<file path="config.mk">
export PLATFORM = sky130hd
export DESIGN_NAME = ps2_key_decoder
export DESIGN_NICKNAME = d
export VERILOG_FILES = /design/src/rtl/ps2_key_decoder.sv
export SDC_FILE = /design/constraint.sdc
export NUM_CORES = 1
export LEC_CHECK = 0
export ABC_AREA = 0
export ABC_CLOCK_PERIOD_IN_PS = 2300
export BUFFER_PORTS_ARGS = -buffer_cell sky130_fd_sc_hd__buf_2
export CAP_MARGIN = 20
export CELL_PAD_IN_SITES_DETAIL_PLACEMENT = 2
export CELL_PAD_IN_SITES_GLOBAL_PLACEMENT = 2
export CORE_MARGIN = 2
export CORE_UTILIZATION = 39
export CTS_BUF_LIST = sky130_fd_sc_hd__clkbuf_4 sky130_fd_sc_hd__clkbuf_8
export CTS_CLUSTER_SIZE = 12
export DETAILED_ROUTE_END_ITERATION = 16
export PLACE_DENSITY_LB_ADDON = 0.1
export SLEW_MARGIN = 20
export SYNTH_ARGS = -nofsm -noshare
export SYNTH_HDL_FRONTEND = slang
export SYNTH_SLANG_ARGS = --single-unit
export TNS_END_PERCENT = 20
</file>
<file path="constraint.sdc">
create_clock -name clk -period 2.3 [get_ports clk]
set_input_delay 0.345 -clock clk [delete_from_list [all_inputs] [get_ports clk]]
set_output_delay 0.345 -clock clk [all_outputs]
set_load 0.05 [all_outputs]
</file>
<file path="src/rtl/ps2_key_decoder.sv">
// PS/2 Set-2 keyboard front end: filtered frame receiver plus make/break decoder driving held-key levels.
// Build option: define PS2_ARROW_KEYS_EN to also map the E0-prefixed arrow keys.
`default_nettype none

module ps2_key_decoder #(
  parameter int CLK_HZ     = 65_000_000,
  parameter int FILTER_LEN = 8,
  parameter int TIMEOUT_US = 2000
) (
  input  logic       clk,
  input  logic       rst,
  input  logic       ps2_clk,
  input  logic       ps2_data,
  output logic       stepleft,
  output logic       stepright,
  output logic       stepjump,
  output logic       byte_valid,
  output logic [7:0] byte_data,
  output logic       frame_err
);

  localparam int TO_CYCLES = CLK_HZ / 1_000_000 * TIMEOUT_US;
  localparam int TO_W      = $clog2(TO_CYCLES + 1);
  localparam int FLT_W     = $clog2(FILTER_LEN + 1);

  localparam int K_A  = 0;
  localparam int K_D  = 1;
  localparam int K_W  = 2;
  localparam int K_SP = 3;
`ifdef PS2_ARROW_KEYS_EN
  localparam int K_AL   = 4;
  localparam int K_AR   = 5;
  localparam int K_AU   = 6;
  localparam int N_KEYS = 7;
`else
  localparam int N_KEYS = 4;
`endif

  typedef enum logic [1:0] {S_IDLE, S_DATA, S_PARITY, S_STOP} state_t;

  logic [1:0]       clk_sync_q, dat_sync_q;
  logic             filt_q, fall_q;
  logic [FLT_W-1:0] flt_cnt_q;
  state_t           state_q;
  logic [2:0]       bit_cnt_q;
  logic [7:0]       shift_q;
  logic             par_q;
  logic [TO_W-1:0]  to_cnt_q;
  logic             byte_valid_q, frame_err_q;
  logic [7:0]       byte_data_q;
  logic             ext_q, brk_q, ext_d, brk_d;
  logic [N_KEYS-1:0] held_q, held_d;
  logic             left_q, right_q, jump_q, left_d, right_d, jump_d;
  logic             din;

  assign din = dat_sync_q[1];

  // Synchronisers idle high so that reset never fabricates a falling edge.
  always_ff @(posedge clk) begin
    if (!rst) begin
      clk_sync_q <= 2'b11;
      dat_sync_q <= 2'b11;
      filt_q     <= 1'b1;
      flt_cnt_q  <= '0;
      fall_q     <= 1'b0;
    end else begin
      clk_sync_q <= {clk_sync_q[0], ps2_clk};
      dat_sync_q <= {dat_sync_q[0], ps2_data};
      fall_q     <= 1'b0;
      if (clk_sync_q[1] == filt_q) begin
        flt_cnt_q <= '0;
      end else if (flt_cnt_q == FLT_W'(FILTER_LEN - 1)) begin
        filt_q    <= clk_sync_q[1];
        flt_cnt_q <= '0;
        fall_q    <= filt_q;
      end else begin
        flt_cnt_q <= flt_cnt_q + 1'b1;
      end
    end
  end

  always_ff @(posedge clk) begin
    if (!rst) begin
      state_q      <= S_IDLE;
      bit_cnt_q    <= '0;
      shift_q      <= '0;
      par_q        <= 1'b0;
      to_cnt_q     <= '0;
      byte_valid_q <= 1'b0;
      byte_data_q  <= '0;
      frame_err_q  <= 1'b0;
    end else begin
      byte_valid_q <= 1'b0;
      frame_err_q  <= 1'b0;
      if (state_q != S_IDLE && !fall_q && to_cnt_q == TO_W'(TO_CYCLES - 1)) begin
        state_q     <= S_IDLE;
        to_cnt_q    <= '0;
        frame_err_q <= 1'b1;
      end else begin
        if (state_q == S_IDLE || fall_q) to_cnt_q <= '0;
        else                             to_cnt_q <= to_cnt_q + 1'b1;
        if (fall_q) begin
          case (state_q)
            S_IDLE: begin
              if (!din) begin
                state_q   <= S_DATA;
                bit_cnt_q <= '0;
              end
            end
            S_DATA: begin
              shift_q   <= {din, shift_q[7:1]};
              bit_cnt_q <= bit_cnt_q + 1'b1;
              if (bit_cnt_q == 3'd7) state_q <= S_PARITY;
            end
            S_PARITY: begin
              par_q   <= din;
              state_q <= S_STOP;
            end
            default: begin
              state_q <= S_IDLE;
              if (din && (^{shift_q, par_q})) begin
                byte_valid_q <= 1'b1;
                byte_data_q  <= shift_q;
              end else begin
                frame_err_q <= 1'b1;
              end
            end
          endcase
        end
      end
    end
  end

  always_comb begin
    ext_d  = ext_q;
    brk_d  = brk_q;
    held_d = held_q;
    if (frame_err_q) begin
      ext_d = 1'b0;
      brk_d = 1'b0;
    end else if (byte_valid_q) begin
      if (byte_data_q == 8'hE0) begin
        ext_d = 1'b1;
      end else if (byte_data_q == 8'hF0) begin
        brk_d = 1'b1;
      end else begin
        if (!ext_q) begin
          case (byte_data_q)
            8'h1C:   held_d[K_A]  = !brk_q;
            8'h23:   held_d[K_D]  = !brk_q;
            8'h1D:   held_d[K_W]  = !brk_q;
            8'h29:   held_d[K_SP] = !brk_q;
            default: ;
          endcase
        end
`ifdef PS2_ARROW_KEYS_EN
        else begin
          case (byte_data_q)
            8'h6B:   held_d[K_AL] = !brk_q;
            8'h74:   held_d[K_AR] = !brk_q;
            8'h75:   held_d[K_AU] = !brk_q;
            default: ;
          endcase
        end
`endif
        ext_d = 1'b0;
        brk_d = 1'b0;
      end
    end
  end

  always_comb begin
    left_d  = held_d[K_A];
    right_d = held_d[K_D];
    jump_d  = held_d[K_W] | held_d[K_SP];
`ifdef PS2_ARROW_KEYS_EN
    left_d  = left_d  | held_d[K_AL];
    right_d = right_d | held_d[K_AR];
    jump_d  = jump_d  | held_d[K_AU];
`endif
  end

  always_ff @(posedge clk) begin
    if (!rst) begin
      ext_q   <= 1'b0;
      brk_q   <= 1'b0;
      held_q  <= '0;
      left_q  <= 1'b0;
      right_q <= 1'b0;
      jump_q  <= 1'b0;
    end else begin
      ext_q   <= ext_d;
      brk_q   <= brk_d;
      held_q  <= held_d;
      left_q  <= left_d;
      right_q <= right_d;
      jump_q  <= jump_d;
    end
  end

  assign stepleft   = left_q;
  assign stepright  = right_q;
  assign stepjump   = jump_q;
  assign byte_valid = byte_valid_q;
  assign byte_data  = byte_data_q;
  assign frame_err  = frame_err_q;

endmodule

`default_nettype wire

</file>
## After elaboration in Yosys (flattened, before gate mapping)

Index checks and enable logic that the tools add are counted.

- Add/sub/neg operators: 3
- Multipliers: 0
- Divide/modulo/power cells: 0
- $lt $le $gt $ge: 0
- Eq/ne operators: 15
- Shift operators: 0
- Multiplexer cells: 22
- Bitwise operators: 8
- Reductions and logical operators: 25

Operators with widths:

| cell | number |
|---|---|
| $mux 4 | 5 |
| $add 17x1->17 const B | 1 |
| $eq 17x17->1 const B | 1 |
| $eq 8x5->1 const B | 2 |
| $eq 8x6->1 const B | 2 |
| $eq 8x8->1 const B | 2 |
| $mux 1 | 12 |
| $reduce_or 3->1 | 4 |
| $reduce_and 3->1 | 3 |
| $reduce_xor 9->1 | 1 |
| $reduce_and 4->1 | 2 |
| $not 1->1 | 7 |
| $ne 2x2->1 const B | 3 |
| $pmux 2 s3 | 1 |
| $pmux 3 s2 | 1 |
| $reduce_and 2->1 | 3 |
| $reduce_or 6->1 | 1 |
| $add 4x1->4 const B | 1 |
| $eq 4x3->1 const B | 1 |
| $mux 2 | 2 |
| $reduce_bool 2->1 | 2 |
| $reduce_or 2->1 | 2 |
| $add 3x1->3 const B | 1 |
| $eq 3x3->1 const B | 1 |
| other kinds (9) | 12 |

- Bits in registers: 60
- Bits in latches: 0
- RAM bits: 0
- Memory bits (read-only): 0
- Bits of input ports: 4
- Memories kept: 0

## Longest topological paths before layout

- Depth after elaboration: 8
- Gate-level depth with buffers: 7
- Depth with buffers taken out: 6

## Worst setup path before layout

Ideal clock, no wire load.

- Path type: register to register
- Start: reg byte_valid_q (netlist: byte_valid)
- End: reg jump_q (netlist: stepjump)
- Data arrival time: 1.708 ns
- Required time: 2.185 ns
- Slack: 0.477 ns
- Cell stages (with the launch flop): 5
- Path through: dfxtp_1 > nor4bb_1 > nand4_1 > mux2_2 > o21a_1

- Word-level cells in the longest chain between the ends: 3

RTL lines:

| element | RTL line | source |
|---|---|---|
| from (decl) | 49 | `logic byte_valid_q, frame_err_q;` |
| from (signal assigned) | 89 | `byte_valid_q <= 1'b0;` |
| from (signal assigned) | 93 | `byte_valid_q <= 1'b0;` |
| from (signal assigned) | 122 | `byte_valid_q <= 1'b1;` |
| $mux 4 | 141 | `end else if (byte_valid_q) begin` |
| $mux 4 | 138 | `if (frame_err_q) begin` |
| $or 1x1->1 | 175 | `jump_d = held_d[K_W] \| held_d[K_SP];` |
| to (signal assigned) | 197 | `jump_q <= jump_d;` |
| to (decl) | 53 | `logic left_q, right_q, jump_q, left_d, right_d, jump_d;` |

Every way passes these cells.
A chain may end at the register's enable or synchronous reset.

## Final worst setup path

- Start: reg shift_q[7]
- End: reg byte_data_q[3] (netlist: byte_data[3])

- Word-level cells in the longest chain between the ends: 3

RTL lines:

| element | RTL line | source |
|---|---|---|
| from (decl) | 46 | `logic [7:0] shift_q;` |
| from (signal assigned) | 111 | `shift_q <= {din, shift_q[7:1]};` |
| $reduce_xor 9->1 | 121 | `if (din && (^{shift_q, par_q})) begin` |
| $logic_and 1x1->1 | 121 |  |
| $reduce_and 4->1 (no line) | - |  |
| to (signal assigned) | 123 | `byte_data_q <= shift_q;` |
| to (decl) | 50 | `logic [7:0] byte_data_q;` |

Every way passes these cells.

==> impl_metrics.toml <==
[run_status]
outcome = "complete, no violations"

[clock_network]
root_buffer = "clkbuf_8"
clock_path_buffers = 2
cts_tree = "done"
path_clk_slew_ns = 0.07
htreeDepth = 3
postCtsSetupBuffers = 0
numCtsBuffers = 9
clock_latency_ns = 0.33
cts_resized = 0
cts_sinks = 58
hold_buffers = 0

[sta]
clock.fmax_mhz = 520
worst_pin_slew_ns = 0.508
post-route-period-util_pct = 83.6
fin_skew_ns = 0.00757
hold_slack_ns = 0.187
drv_slew = 0
rsz0062_at_grt = "false"
finalCriticalPeriod_ns = 1.92
hold_viol_final = 0
setup_slack_ns = 0.377
setup_viol = 0
setup_tns_ns = 0
timing.slew.headroom_pct = 65.6

[floorplanning]
dieWidth_um = 85.2
rows = 29
die_area_sq_um = 7250
ios = 17
die_h_um = 85.2
floorplan.initialDensity_pct = 40.5
coreArea_sq_um = 6350

[yosys]
synth_cell_types = 38
syn-num-nets = 293
async_reset_ff_share_pct = 0
yosysSeqAreaShare_pct = 45.2
synth_warnings = 0
synth_ff_type = "dfxtp_1"
netlist_instances = 281
synth_edf_count = 0
syn_area_per_cell_sq_um = 9.15
netlist_area_sq_um = 2570
synth-seq-cells = 58

[critical_path]
r2r_start = "shift_q[7]"
reg2reg_slack_ns = 0.38
crit_start = "shift_q[7]"
path_class = "reg2reg"
cp-end-kind = "flop"
cp_max_fo = 8
required_ns = 2.55
critPathArrivalTime_ns = 2.17
cp_slowest_cell = "xnor3_1"
worst_setup_path_start_kind = "flop"
crit_path_cell_trace = "xnor3_1 > or3_4 > mux2i_4 > mux2i_1"
cpPeakStageDelay_ns = 0.47
crit_family = "multiplexers"
path_buf_inv = 0

[drt]
viasPerCell = 5.38
drtIter0Drc = 69
route.detailed.drc = 0
wl_per_cell_um = 16.9
first_pass_iters = 4
drtAntennaViolNets = 0
num_vias = 2086
wirelength_um = 6570

[global_route]
grt_max_degree = 21
grt_pass1_wl_um = 11100
grt_usage_pct = 19.6
overflow = 0
antenna_found_initial = 0
grt_pass1_vias = 2255

[power]
power_density_nw_per_um2 = 676
p_leak_nw = 1.10
vdd_ir_drop_max_uv = 394

[final_layout]
syn_to_final_growth_pct = 15.2
diodes = 0
nFillCells = 702
nets = 318
drive_gt1_share_pct = 13.8

[run]
cap_violations = 0

[placed_design]
portBuffers = 16
hpwl_um = 4620
routabilityCongestion = 0.745
dp_slack_ns = 0.405

[worst_hold_path]
hold_path_class = "in2reg"
min_from = "ps2_data"
-- registers in the layout (all words and copies together) (netlist names), 2 cells and up --
| register | count |
|---|---|
| held_q | 4 |
| bit_cnt_q | 3 |
| to_cnt_q | 17 |
| clk_sync_q | 2 |
| flt_cnt_q | 4 |
| dat_sync_q | 2 |
| byte_data | 8 |
| shift_q | 8 |
| state_q | 2 |
-- metrics by stage --
stage	instance area, sq um	util (%)	instances	power [mW]
2_1_floorplan	2570	-	281	1.05
3_3_place_gp	2760	43.4	372	1.06
3_5_place_dp	2760	43.4	372	1.06
4_1_cts	2960	46.6	388	2.03
5_1_grt	2960	46.6	388	2.07
6_report	2960	46.6	388	2.00
-- cells in the mapped netlist, drive strengths merged (6+ instances only) --
master | instances | area share, %
a21boi | 10 | 2.9
a21oi | 8 | 1.6
nand3 | 20 | 3.9
mux2i | 14 | 5.9
o21ai | 9 | 1.8
or3 | 7 | 1.9
dfxtp | 58 | 45
nor2 | 25 | 3.7
nand4 | 7 | 1.7
and3 | 6 | 1.5
inv | 10 | 1.5
ha | 8 | 3.9
xor2 | 8 | 2.7
nand2 | 34 | 5.0
xnor2 | 9 | 3.1
-- per-layer routing --
layer	up-vias	part of all wire [%]	GRT usage (%)	wire [um]
met2	18	50	33.7	3300
li1	1026	-	-	-
met4	0	0.67	5.48	44
met5	-	0	0	0
met3	6	3.0	6.13	194
met1	1036	46	23.5	3040
-- layout make-up --
cell class	instances	area (sq um)	share of cell area, %
Sequential cell	58	1160	39.2
Inverter	10	37.5	1.27
Clock buffer	11	151	5.11
Tap cell	77	96.3	3.25
Clock inverter	5	52.6	1.77
Timing Repair Buffer	22	125	4.22
Multi-Input combinational cell	205	1340	45.2
-- report_power, final --
part | switching [mW] | internal [mW]
logic | 0.0159 | 0.0101
clock network | 0.412 | 0.553
registers | 0.00242 | 1.01
-- final timing paths --
path | end | depth (start not counted)
max | byte_data[3] | 4
max reg2reg | byte_data[3] | 4
min | dat_sync_q[0] | 2
min reg2reg | dat_sync_q[1] | 1
-- cell usage in the layout, fill, tap and decap left out, types with 3 or more instances in the layout --
| master | Yosys | routed |
|---|---|---|
| inv_1 | 10 | 10 |
| xnor2_1 | 9 | 9 |
| a21oi_1 | 8 | 8 |
| xor2_1 | 8 | 8 |
| nor2_1 | 25 | 25 |
| and2_1 | 4 | 4 |
| o21ai_0 | 9 | 9 |
| buf_2 | 3 | 16 |
| nand2b_1 | 4 | 4 |
| mux2i_1 | 13 | 13 |
| nor3_1 | 3 | 3 |
| or3_1 | 6 | 6 |
| ha_1 | 8 | 8 |
| dfxtp_1 | 58 | 58 |
| nand3_1 | 20 | 20 |
| and3_1 | 6 | 6 |
| a21boi_0 | 10 | 10 |
| buf_4 | 0 | 6 |
| clkbuf_8 | 0 | 11 |
| or4_1 | 4 | 4 |
| nor2b_1 | 5 | 5 |
| nand4_1 | 7 | 7 |
| clkinv_2 | 0 | 3 |
| nand2_1 | 34 | 34 |
-- cells by family (layout without fill, tap and decap cells) --
family,count (synthesis),count (layout),synth area share [%]
xor gates and xnor gates,19,19,7.55
muxes,16,16,6.82
and+or+nand+nor,128,128,25.4
adders and majority gates,8,8,3.89
buffers and inverters,18,48,2.78
DFF,58,58,45.2
AOI/OAI and AO/OA,34,34,8.37
Note: power is estimated with default switching activity, not from simulation.
